==> config.mk <==
export PLATFORM = sky130hd
export DESIGN_NAME = tqvp_dlmiles_i2c_seq_flat
export DESIGN_NICKNAME = d
export VERILOG_FILES = /design/src/rtl/tqvp_dlmiles_i2c_seq_pkg.sv /design/src/rtl/tqvp_dlmiles_i2c_seq_if.sv /design/src/rtl/tqvp_dlmiles_i2c_timeout.sv /design/src/rtl/tqvp_dlmiles_i2c_seq.sv /design/src/flat_wrapper.sv
export SDC_FILE = /design/constraint.sdc
export NUM_CORES = 1
export LEC_CHECK = 0
export ABC_AREA = 1
export CAP_MARGIN = 20
export CORE_MARGIN = 5
export CORE_UTILIZATION = 40
export CTS_BUF_LIST = sky130_fd_sc_hd__clkbuf_16
export DETAILED_ROUTE_END_ITERATION = 7
export DONT_BUFFER_PORTS = 1
export GPL_TIMING_DRIVEN = 0
export PLACE_DENSITY = 0.53
export SLEW_MARGIN = 20
export SYNTH_ARGS = -nofsm -noshare
export SYNTH_HDL_FRONTEND = slang
export SYNTH_SLANG_ARGS = --single-unit
==> constraint.sdc <==
create_clock -name clk -period 1.5 [get_ports clk]
set_input_delay 0.15 -clock clk [delete_from_list [all_inputs] [get_ports clk]]
set_output_delay 0.15 -clock clk [all_outputs]
set_load 0.005 [all_outputs]
==> src/rtl/tqvp_dlmiles_i2c_seq_pkg.sv <==
// rtl/tqvp_dlmiles_i2c_seq_pkg.sv - shared encodings for the I2C transaction sequencer
package tqvp_dlmiles_i2c_seq_pkg;

  typedef enum logic [2:0] {
    CMD_NONE  = 3'd0,
    CMD_START = 3'd1,
    CMD_WRITE = 3'd2,
    CMD_READ  = 3'd3,
    CMD_STOP  = 3'd4
  } cmd_e;

  localparam logic DIR_TXD = 1'b0;
  localparam logic DIR_RXD = 1'b1;

  typedef enum logic [2:0] {
    ST_IDLE  = 3'd0,
    ST_ISSUE = 3'd1,
    ST_WAIT  = 3'd2,
    ST_FETCH = 3'd3,
    ST_HOLD  = 3'd4
  } state_e;

  typedef struct packed {
    cmd_e       cmd;
    logic [7:0] wdata;
    logic       nack;
  } phy_req_t;

  // A read entry carries its NACK-this-byte flag in data[0].
  function automatic phy_req_t decode_txd(input logic [8:0] ent);
    phy_req_t r;
    r.cmd   = (ent[8] == DIR_RXD) ? CMD_READ : CMD_WRITE;
    r.wdata = ent[7:0];
    r.nack  = (ent[8] == DIR_RXD) && ent[0];
    return r;
  endfunction

endpackage

==> src/rtl/tqvp_dlmiles_i2c_seq_if.sv <==
// rtl/tqvp_dlmiles_i2c_seq_if.sv - command/completion bus between sequencer and byte-level PHY
interface tqvp_dlmiles_i2c_seq_if;
  logic [2:0] phy_cmd_o;
  logic       phy_nack_o;
  logic [7:0] phy_wdata_o;
  logic       phy_cmd_valid_o;
  logic       phy_cmd_ready_i;
  logic       phy_done_i;
  logic       phy_ack_i;
  logic [7:0] phy_rdata_i;
  logic       phy_arb_lost_i;
  logic       phy_abort_o;

  modport master (
    output phy_cmd_o, phy_nack_o, phy_wdata_o, phy_cmd_valid_o, phy_abort_o,
    input  phy_cmd_ready_i, phy_done_i, phy_ack_i, phy_rdata_i, phy_arb_lost_i
  );

  modport slave (
    input  phy_cmd_o, phy_nack_o, phy_wdata_o, phy_cmd_valid_o, phy_abort_o,
    output phy_cmd_ready_i, phy_done_i, phy_ack_i, phy_rdata_i, phy_arb_lost_i
  );
endinterface

==> src/rtl/tqvp_dlmiles_i2c_timeout.sv <==
// rtl/tqvp_dlmiles_i2c_timeout.sv - PHY-wait watchdog counter with single-cycle expire
module tqvp_dlmiles_i2c_timeout #(
  parameter int          TIMEOUT_W      = 16,
  parameter int unsigned TIMEOUT_CYCLES = 16'hFFFF
) (
  input  logic clk,
  input  logic rst_n_i,
  input  logic clr_i,
  input  logic en_i,
  output logic expire_o
);
  localparam logic [TIMEOUT_W-1:0] LAST = TIMEOUT_W'(TIMEOUT_CYCLES - 1);

  logic [TIMEOUT_W-1:0] count_q;

  always_ff @(posedge clk or negedge rst_n_i) begin
    if (!rst_n_i)   count_q <= '0;
    else if (clr_i) count_q <= '0;
    else if (en_i)  count_q <= count_q + TIMEOUT_W'(1);
  end

  assign expire_o = en_i && (count_q == LAST);
endmodule

==> src/rtl/tqvp_dlmiles_i2c_seq.sv <==
// rtl/tqvp_dlmiles_i2c_seq.sv - sequencer from TX/RX FIFO pair to byte-level I2C PHY
module tqvp_dlmiles_i2c_seq
  import tqvp_dlmiles_i2c_seq_pkg::*;
#(
  parameter int          TIMEOUT_W      = 16,
  parameter int unsigned TIMEOUT_CYCLES = 16'hFFFF
) (
  input  logic       clk,
  input  logic       rst_n_i,
  input  logic       go_i,
  input  logic       abort_i,
  input  logic       clr_err_i,
  input  logic       stop_on_empty_i,
  input  logic       nack_abort_i,
  input  logic [8:0] i2c_txd_data_i,
  input  logic       i2c_txd_valid_i,
  output logic       i2c_txd_ready_o,
  output logic [7:0] i2c_rxd_data_o,
  output logic       i2c_rxd_valid_o,
  output logic       tx_flush_o,
  tqvp_dlmiles_i2c_seq_if.master phy,
  output logic       busy_o,
  output logic       done_o,
  output logic       st_nack_o,
  output logic       st_arb_lost_o,
  output logic       st_timeout_o
);
  state_e   state_q, state_d;
  phy_req_t req_q, req_d;
  logic     abort_q;
  logic     tmo_expire;
  logic     rx_push, flush_set, abort_set, done_set, nack_set, arb_set, tmo_set;

  tqvp_dlmiles_i2c_timeout #(
    .TIMEOUT_W      (TIMEOUT_W),
    .TIMEOUT_CYCLES (TIMEOUT_CYCLES)
  ) u_timeout (
    .clk      (clk),
    .rst_n_i  (rst_n_i),
    .clr_i    (state_q == ST_ISSUE),
    .en_i     (state_q == ST_WAIT),
    .expire_o (tmo_expire)
  );

  always_ff @(posedge clk or negedge rst_n_i) begin
    if (!rst_n_i) state_q <= ST_IDLE;
    else          state_q <= state_d;
  end

  always_comb begin
    state_d = state_q;
    case (state_q)
      ST_IDLE:  if (go_i && i2c_txd_valid_i) state_d = ST_ISSUE;
      ST_ISSUE: if (phy.phy_cmd_ready_i) state_d = ST_WAIT;
      ST_WAIT: begin
        if (phy.phy_arb_lost_i) state_d = ST_IDLE;
        else if (phy.phy_done_i) begin
          case (req_q.cmd)
            CMD_START, CMD_READ: state_d = ST_FETCH;
            CMD_WRITE: state_d = (!phy.phy_ack_i && nack_abort_i) ? ST_ISSUE : ST_FETCH;
            default:   state_d = ST_IDLE;
          endcase
        end else if (tmo_expire) state_d = ST_IDLE;
      end
      ST_FETCH: state_d = (abort_q || i2c_txd_valid_i || stop_on_empty_i) ? ST_ISSUE : ST_HOLD;
      ST_HOLD: begin
        if (abort_q)              state_d = ST_ISSUE;
        else if (i2c_txd_valid_i) state_d = ST_FETCH;
      end
      default: state_d = ST_IDLE;
    endcase
  end

  always_comb begin
    req_d           = req_q;
    i2c_txd_ready_o = 1'b0;
    rx_push         = 1'b0;
    flush_set       = 1'b0;
    abort_set       = 1'b0;
    done_set        = 1'b0;
    nack_set        = 1'b0;
    arb_set         = 1'b0;
    tmo_set         = 1'b0;
    busy_o          = (state_q != ST_IDLE);
    phy.phy_cmd_valid_o = (state_q == ST_ISSUE);
    case (state_q)
      ST_IDLE: if (go_i && i2c_txd_valid_i) begin
        req_d.cmd  = CMD_START;
        req_d.nack = 1'b0;
      end
      ST_WAIT: begin
        if (phy.phy_arb_lost_i) begin
          arb_set   = 1'b1;
          flush_set = 1'b1;
        end else if (phy.phy_done_i) begin
          case (req_q.cmd)
            CMD_WRITE: if (!phy.phy_ack_i) begin
              nack_set = 1'b1;
              if (nack_abort_i) begin
                flush_set  = 1'b1;
                req_d.cmd  = CMD_STOP;
                req_d.nack = 1'b0;
              end
            end
            CMD_READ: rx_push  = 1'b1;
            CMD_STOP: done_set = 1'b1;
            default:  ;
          endcase
        end else if (tmo_expire) begin
          abort_set = 1'b1;
          flush_set = 1'b1;
          tmo_set   = 1'b1;
        end
      end
      ST_FETCH: begin
        if (abort_q || (!i2c_txd_valid_i && stop_on_empty_i)) begin
          req_d.cmd  = CMD_STOP;
          req_d.nack = 1'b0;
        end else if (i2c_txd_valid_i) begin
          i2c_txd_ready_o = 1'b1;
          req_d           = decode_txd(i2c_txd_data_i);
        end
      end
      ST_HOLD: if (abort_q) begin
        req_d.cmd  = CMD_STOP;
        req_d.nack = 1'b0;
      end
      default: ;
    endcase
  end

  // Pulses are registered so they line up with the state change they report.
  always_ff @(posedge clk or negedge rst_n_i) begin
    if (!rst_n_i) begin
      req_q           <= '0;
      abort_q         <= 1'b0;
      i2c_rxd_data_o  <= 8'h00;
      i2c_rxd_valid_o <= 1'b0;
      tx_flush_o      <= 1'b0;
      phy.phy_abort_o <= 1'b0;
      done_o          <= 1'b0;
      st_nack_o       <= 1'b0;
      st_arb_lost_o   <= 1'b0;
      st_timeout_o    <= 1'b0;
    end else begin
      req_q <= req_d;
      if (state_d == ST_IDLE)                  abort_q <= 1'b0;
      else if (abort_i && state_q != ST_IDLE)  abort_q <= 1'b1;
      if (rx_push) i2c_rxd_data_o <= phy.phy_rdata_i;
      i2c_rxd_valid_o <= rx_push;
      tx_flush_o      <= flush_set;
      phy.phy_abort_o <= abort_set;
      done_o          <= done_set;
      st_nack_o       <= nack_set | (st_nack_o     & ~clr_err_i);
      st_arb_lost_o   <= arb_set  | (st_arb_lost_o & ~clr_err_i);
      st_timeout_o    <= tmo_set  | (st_timeout_o  & ~clr_err_i);
    end
  end

  assign phy.phy_cmd_o   = req_q.cmd;
  assign phy.phy_wdata_o = req_q.wdata;
  assign phy.phy_nack_o  = req_q.nack;
endmodule

==> src/flat_wrapper.sv <==
// flat-port wrapper written by rule: the top's interface ports become plain ports
module tqvp_dlmiles_i2c_seq_flat import tqvp_dlmiles_i2c_seq_pkg::*;
#(
  parameter int          TIMEOUT_W      = 16,
  parameter int unsigned TIMEOUT_CYCLES = 16'hFFFF
)
  (clk, rst_n_i, go_i, abort_i, clr_err_i, stop_on_empty_i, nack_abort_i, i2c_txd_data_i, i2c_txd_valid_i, i2c_txd_ready_o, i2c_rxd_data_o, i2c_rxd_valid_o, tx_flush_o, busy_o, done_o, st_nack_o, st_arb_lost_o, st_timeout_o, phy_phy_cmd_o, phy_phy_nack_o, phy_phy_wdata_o, phy_phy_cmd_valid_o, phy_phy_abort_o, phy_phy_cmd_ready_i, phy_phy_done_i, phy_phy_ack_i, phy_phy_rdata_i, phy_phy_arb_lost_i);
  tqvp_dlmiles_i2c_seq_if phy_i ();
  input  logic clk;
  input  logic rst_n_i;
  input  logic go_i;
  input  logic abort_i;
  input  logic clr_err_i;
  input  logic stop_on_empty_i;
  input  logic nack_abort_i;
  input  logic [8:0] i2c_txd_data_i;
  input  logic i2c_txd_valid_i;
  output logic i2c_txd_ready_o;
  output logic [7:0] i2c_rxd_data_o;
  output logic i2c_rxd_valid_o;
  output logic tx_flush_o;
  output logic busy_o;
  output logic done_o;
  output logic st_nack_o;
  output logic st_arb_lost_o;
  output logic st_timeout_o;
  output wire logic [$bits(phy_i.phy_cmd_o)-1:0] phy_phy_cmd_o;
  output wire logic [$bits(phy_i.phy_nack_o)-1:0] phy_phy_nack_o;
  output wire logic [$bits(phy_i.phy_wdata_o)-1:0] phy_phy_wdata_o;
  output wire logic [$bits(phy_i.phy_cmd_valid_o)-1:0] phy_phy_cmd_valid_o;
  output wire logic [$bits(phy_i.phy_abort_o)-1:0] phy_phy_abort_o;
  input wire logic [$bits(phy_i.phy_cmd_ready_i)-1:0] phy_phy_cmd_ready_i;
  input wire logic [$bits(phy_i.phy_done_i)-1:0] phy_phy_done_i;
  input wire logic [$bits(phy_i.phy_ack_i)-1:0] phy_phy_ack_i;
  input wire logic [$bits(phy_i.phy_rdata_i)-1:0] phy_phy_rdata_i;
  input wire logic [$bits(phy_i.phy_arb_lost_i)-1:0] phy_phy_arb_lost_i;
  assign phy_phy_cmd_o = phy_i.phy_cmd_o;
  assign phy_phy_nack_o = phy_i.phy_nack_o;
  assign phy_phy_wdata_o = phy_i.phy_wdata_o;
  assign phy_phy_cmd_valid_o = phy_i.phy_cmd_valid_o;
  assign phy_phy_abort_o = phy_i.phy_abort_o;
  assign phy_i.phy_cmd_ready_i = phy_phy_cmd_ready_i;
  assign phy_i.phy_done_i = phy_phy_done_i;
  assign phy_i.phy_ack_i = phy_phy_ack_i;
  assign phy_i.phy_rdata_i = phy_phy_rdata_i;
  assign phy_i.phy_arb_lost_i = phy_phy_arb_lost_i;
  tqvp_dlmiles_i2c_seq #(.TIMEOUT_W(TIMEOUT_W), .TIMEOUT_CYCLES(TIMEOUT_CYCLES)) u_core (.clk(clk), .rst_n_i(rst_n_i), .go_i(go_i), .abort_i(abort_i), .clr_err_i(clr_err_i), .stop_on_empty_i(stop_on_empty_i), .nack_abort_i(nack_abort_i), .i2c_txd_data_i(i2c_txd_data_i), .i2c_txd_valid_i(i2c_txd_valid_i), .i2c_txd_ready_o(i2c_txd_ready_o), .i2c_rxd_data_o(i2c_rxd_data_o), .i2c_rxd_valid_o(i2c_rxd_valid_o), .tx_flush_o(tx_flush_o), .phy(phy_i), .busy_o(busy_o), .done_o(done_o), .st_nack_o(st_nack_o), .st_arb_lost_o(st_arb_lost_o), .st_timeout_o(st_timeout_o));
endmodule
==> results <==
- In this design, the stage delay of the slowest critical-path cell is 0.48 ns.
- The buffer type at the clock tree root is clkbuf_16.
- The H-tree generated during clock tree synthesis spans 2 levels.
- For the final database, setup skew stands at between 0.004 and 0.005 ns.
- The number of nets handed over by synthesis was ~350.
- The first-pass detailed-route iteration total is 4.
- The area enclosed by the die boundary is 0.00785 mm2.
- Among all flip-flop cells after synthesis, the most frequent one is dfrtp_1.
- The maximum ir drop on the vdd rail is around 0.65 mV.
- At the end of the flow, the number of nets in the layout was between 300 and 400.
- The initial utilization of the core area, before any placement, comes to 0.415.
- In the routed design, unresolved DRC markers number 0.
- Using the TritonRoute via totals, the vias-per-cell ratio works out to about 5.0.
- Along the worst path, the maximum fanout reaches 7.
- The library cell contributing the largest single delay on the critical path is dfrtp_2.
- Of the synthesized area, sequential elements account for 0.476.
- The die is 88.6 um tall.
- For this block, the initial DRC count from the detailed router was 84.
- The initialized floorplan defines 28 standard-cell rows.
- The run finished with clean final reports.
- The synthesized design contains 47 register bits.
- The via count of the first global-routing pass is between 2k and 2.5k.
- The total standard cell area after synthesis is 0.00247 mm2.
- Dividing the final minimum period by the clock period gives 0.970.
- Clock tree synthesis found a total of 47 sinks.
- The number of failing hold endpoints at the final stage is 0.
- The region available for standard cell placement spans slightly below 0.006 mm2.
- In this run, synthesis inferred 0 flip-flops with an integrated enable.
- The first global-routing pass estimated 10,100 um of wire.
- The post-CTS clock slew at the launch and capture registers of the worst setup and hold paths is 0.06 ns.
- The clock insertion delay at the later pin of the skew report is 0.28 ns.
- The synthesized area per cell is between 7 and 8 um2.
- The area overhead of the layout relative to synthesis is 27.3%.
- The max-slew headroom at the worst pin is 0.784.
- The critical path arrival is around 1.6 ns.
- Measured along the x axis, the die boundary spans 88.6 um.
- The overall via count from detail_route is 2,173.
- The proportion of synthesized flip-flops having asynchronous set or reset is 1.00.
- The number of buffers and inverters on the critical path is 1.
- The number of port buffers is 0.
- The sort of element at the start of the critical path is a flip-flop.
- In the layout the commonest cells are nand2_1, dfrtp_1, inv_1.
- The total power density per cell area is between 1000 and 1500 mW/mm2.
- The leakage power figure is 1.60 nW.
- For the finished layout, the period the worst path requires is 1.45 ns.
- Excluding fillers, the count of instances in the completed layout stands at approximately 440.
- The total count of max-transition violations in the final report is 0.
- The number of antenna violations at the first check in global routing was 0.
- The number of warnings reported in the yosys synthesis log is 0.
- The worst hold path belongs to the class primary input to flip-flop.
- The highest attainable clock frequency is about 690 MHz.
- The slew at the pin with the worst max-slew slack is 0.323 ns.
- The largest net degree at the start of global routing is between 40 and 50.
- Dividing the detail-routed wire length by the instance count gives roughly 14 um.
- Broken down by cell family, the worst path's largest delay share belongs to simple AND/OR/NAND/NOR gates.
- The count of final setup violators is 0.
- The library cell used most frequently in the layout, excluding fill and tap cells, is nand2_1.
- Setup repair after global routing could not meet its margin everywhere.
- At the end of routability-driven placement, the weighted congestion stood at approximately 0.85.
- Of the cells placed in the final design, the portion with a size suffix greater than 1 is 0.182.
- The maximum buffer depth of the clock tree is 2.
- The required time of the critical path is approximately 1.7 ns.
- Global routing finished with a remaining overflow of 0.
- Counting tap cells, the placed design contains a total of about 400 instances.
- The critical setup path kind is flip-flop to flip-flop.
- STA classifies the critical path endpoint as a flip-flop.
- The netlist uses 31 different library cells.
- Traced cell by cell, the critical path runs through inv_4, nand3_4, nor2_4, nand3_4, nand2_2, nand2_2, nor2_2, nor2_2.
- The final standard cell utilization of the core is 0.528.
- The cell type with the highest aggregate area in the netlist is dfrtp_1.
- The final antenna-violating net count is 0.
- The CTS tree is built.
- The gate count after technology mapping is around 320.
- For this design the top-level I/O count stands at 59.
- The placed wire-length estimate is roughly 4300 um.
- In this run, CTS created clock tree buffers numbering 5.
- The repair_antennas step left the layout with diodes totalling 0.
- The total routing resource utilization after global routing is 0.165.
- The number of violations of the max-capacitance limit is 0.
- Yosys attributes the largest share of cell area to dfrtp_1, nand2_1, inv_1.
- The sum of routed wire length over all layers is slightly above 6000 um.
- Of the post-synthesis cell area, the dominant cell type holds 0.476.
[flip-flops by register name (all words and copies together) (netlist names)]
register,flops
u_core.st_nack_o,1
u_core.tx_flush_o,1
u_core.i2c_rxd_data_o,8
u_core.phy.phy_cmd_o,3
u_core.st_arb_lost_o,1
u_core.u_timeout.count_q,16
u_core.st_timeout_o,1
u_core.i2c_rxd_valid_o,1
u_core.phy.phy_nack_o,1
u_core.abort_q,1
u_core.done_o,1
u_core.state_q,3
u_core.phy.phy_wdata_o,8
u_core.phy.phy_abort_o,1
[layout make-up]
class	instances	area [um2]
Clock buffer	5	125
Clock inverter	2	37.5
Timing Repair Buffer	34	333
Sequential cell	47	1180
Tap cell	75	93.8
Multi-Input combinational cell	221	1140
Buffer	2	22.5
Fill cell	556	2810
Inverter	52	214
[kinds of logic (layout without fill, tap and decap cells)]
family,count (synthesis),in the layout,share of synthesized area
adders and majority gates,2,2,0.0101
DFF,47,47,0.476
AOI/OAI and AO/OA,38,38,0.0856
buffers and inverters,54,95,0.0937
and+or+nand+nor,181,181,0.334
[cell usage after synthesis (2+ instances only)]
| cell | number |
|---|---|
| o21ai_0 | 13 |
| nand3_2 | 2 |
| buf_6 | 2 |
| nor3_1 | 3 |
| ha_1 | 2 |
| dfrtp_1 | 47 |
| nand4_1 | 2 |
| nand2_2 | 3 |
| nor2_2 | 4 |
| o22ai_1 | 4 |
| inv_4 | 3 |
| a21oi_1 | 9 |
| nor2_4 | 2 |
| nor2_1 | 23 |
| inv_2 | 3 |
| nand3_4 | 2 |
| nand3_1 | 20 |
| o21ai_1 | 7 |
| nand2_1 | 116 |
| inv_1 | 44 |
[metrics by stage]
| stage | setup WS [ns] | instance area (um2) | TNS, ns | power [W] | hold slack (ns) |
|---|---|---|---|---|---|
| after detailed placement | -0.0468 | 2560 | -0.0517 | 0.00300 | -0.144 |
| after global routing | -0.0203 | 3140 | -0.0670 | 0.00485 | 0.00723 |
| after floorplan | 0.163 | 2470 | 0 | 0.00269 | -0.146 |
| after CTS | -0.00641 | 2990 | -0.00641 | 0.00438 | 0.00403 |
| final | 0.0456 | 3140 | 0 | 0.00453 | 0.000653 |
| after global placement | -0.0344 | 2560 | -0.0425 | 0.00298 | -0.144 |
[power breakdown]
group | total, W | switching (W) | internal, W
combinational | 0.00145 | 0.000862 | 0.000588
clock | 0.00124 | 0.000461 | 0.000776
sequential | 0.00184 | 0.000305 | 0.00154
[worst paths after layout]
path,start,endpoint,slack [ns],depth (start not counted)
min reg2reg,u_core.i2c_rxd_data_o[3],u_core.i2c_rxd_data_o[3],0.51,2
min in group asynchronous,rst_n_i,u_core.u_timeout.count_q[6],0.38,2
max in group asynchronous,rst_n_i,u_core.state_q[1],0.87,2
min,phy_phy_arb_lost_i,u_core.tx_flush_o,0.0007,2
max reg2reg,u_core.state_q[2],u_core.abort_q,0.05,8
max,u_core.state_q[2],u_core.abort_q,0.05,8
[repair_timing]
action | in CTS | in global routing
endpoints found under the hold margin | 67 | 0
gates resized for setup | 4 | 24
endpoints found under the setup margin | 5 | 19
cloned | 0 | 0
pin swaps | 0 | 5
hold buffers | 21 | 0
setup buffers | 3 | 10
[per-layer routing]
layer / vias up / track usage / part of all wire
met5: - / 0 / 0
met4: 0 / 0.0371 / 0.0089
met3: 5 / 0.0475 / 0.074
met2: 64 / 0.252 / 0.45
met1: 1009 / 0.233 / 0.47
li1: 1095 / - / -
No activity file was read; power rests on OpenSTA's default activity.
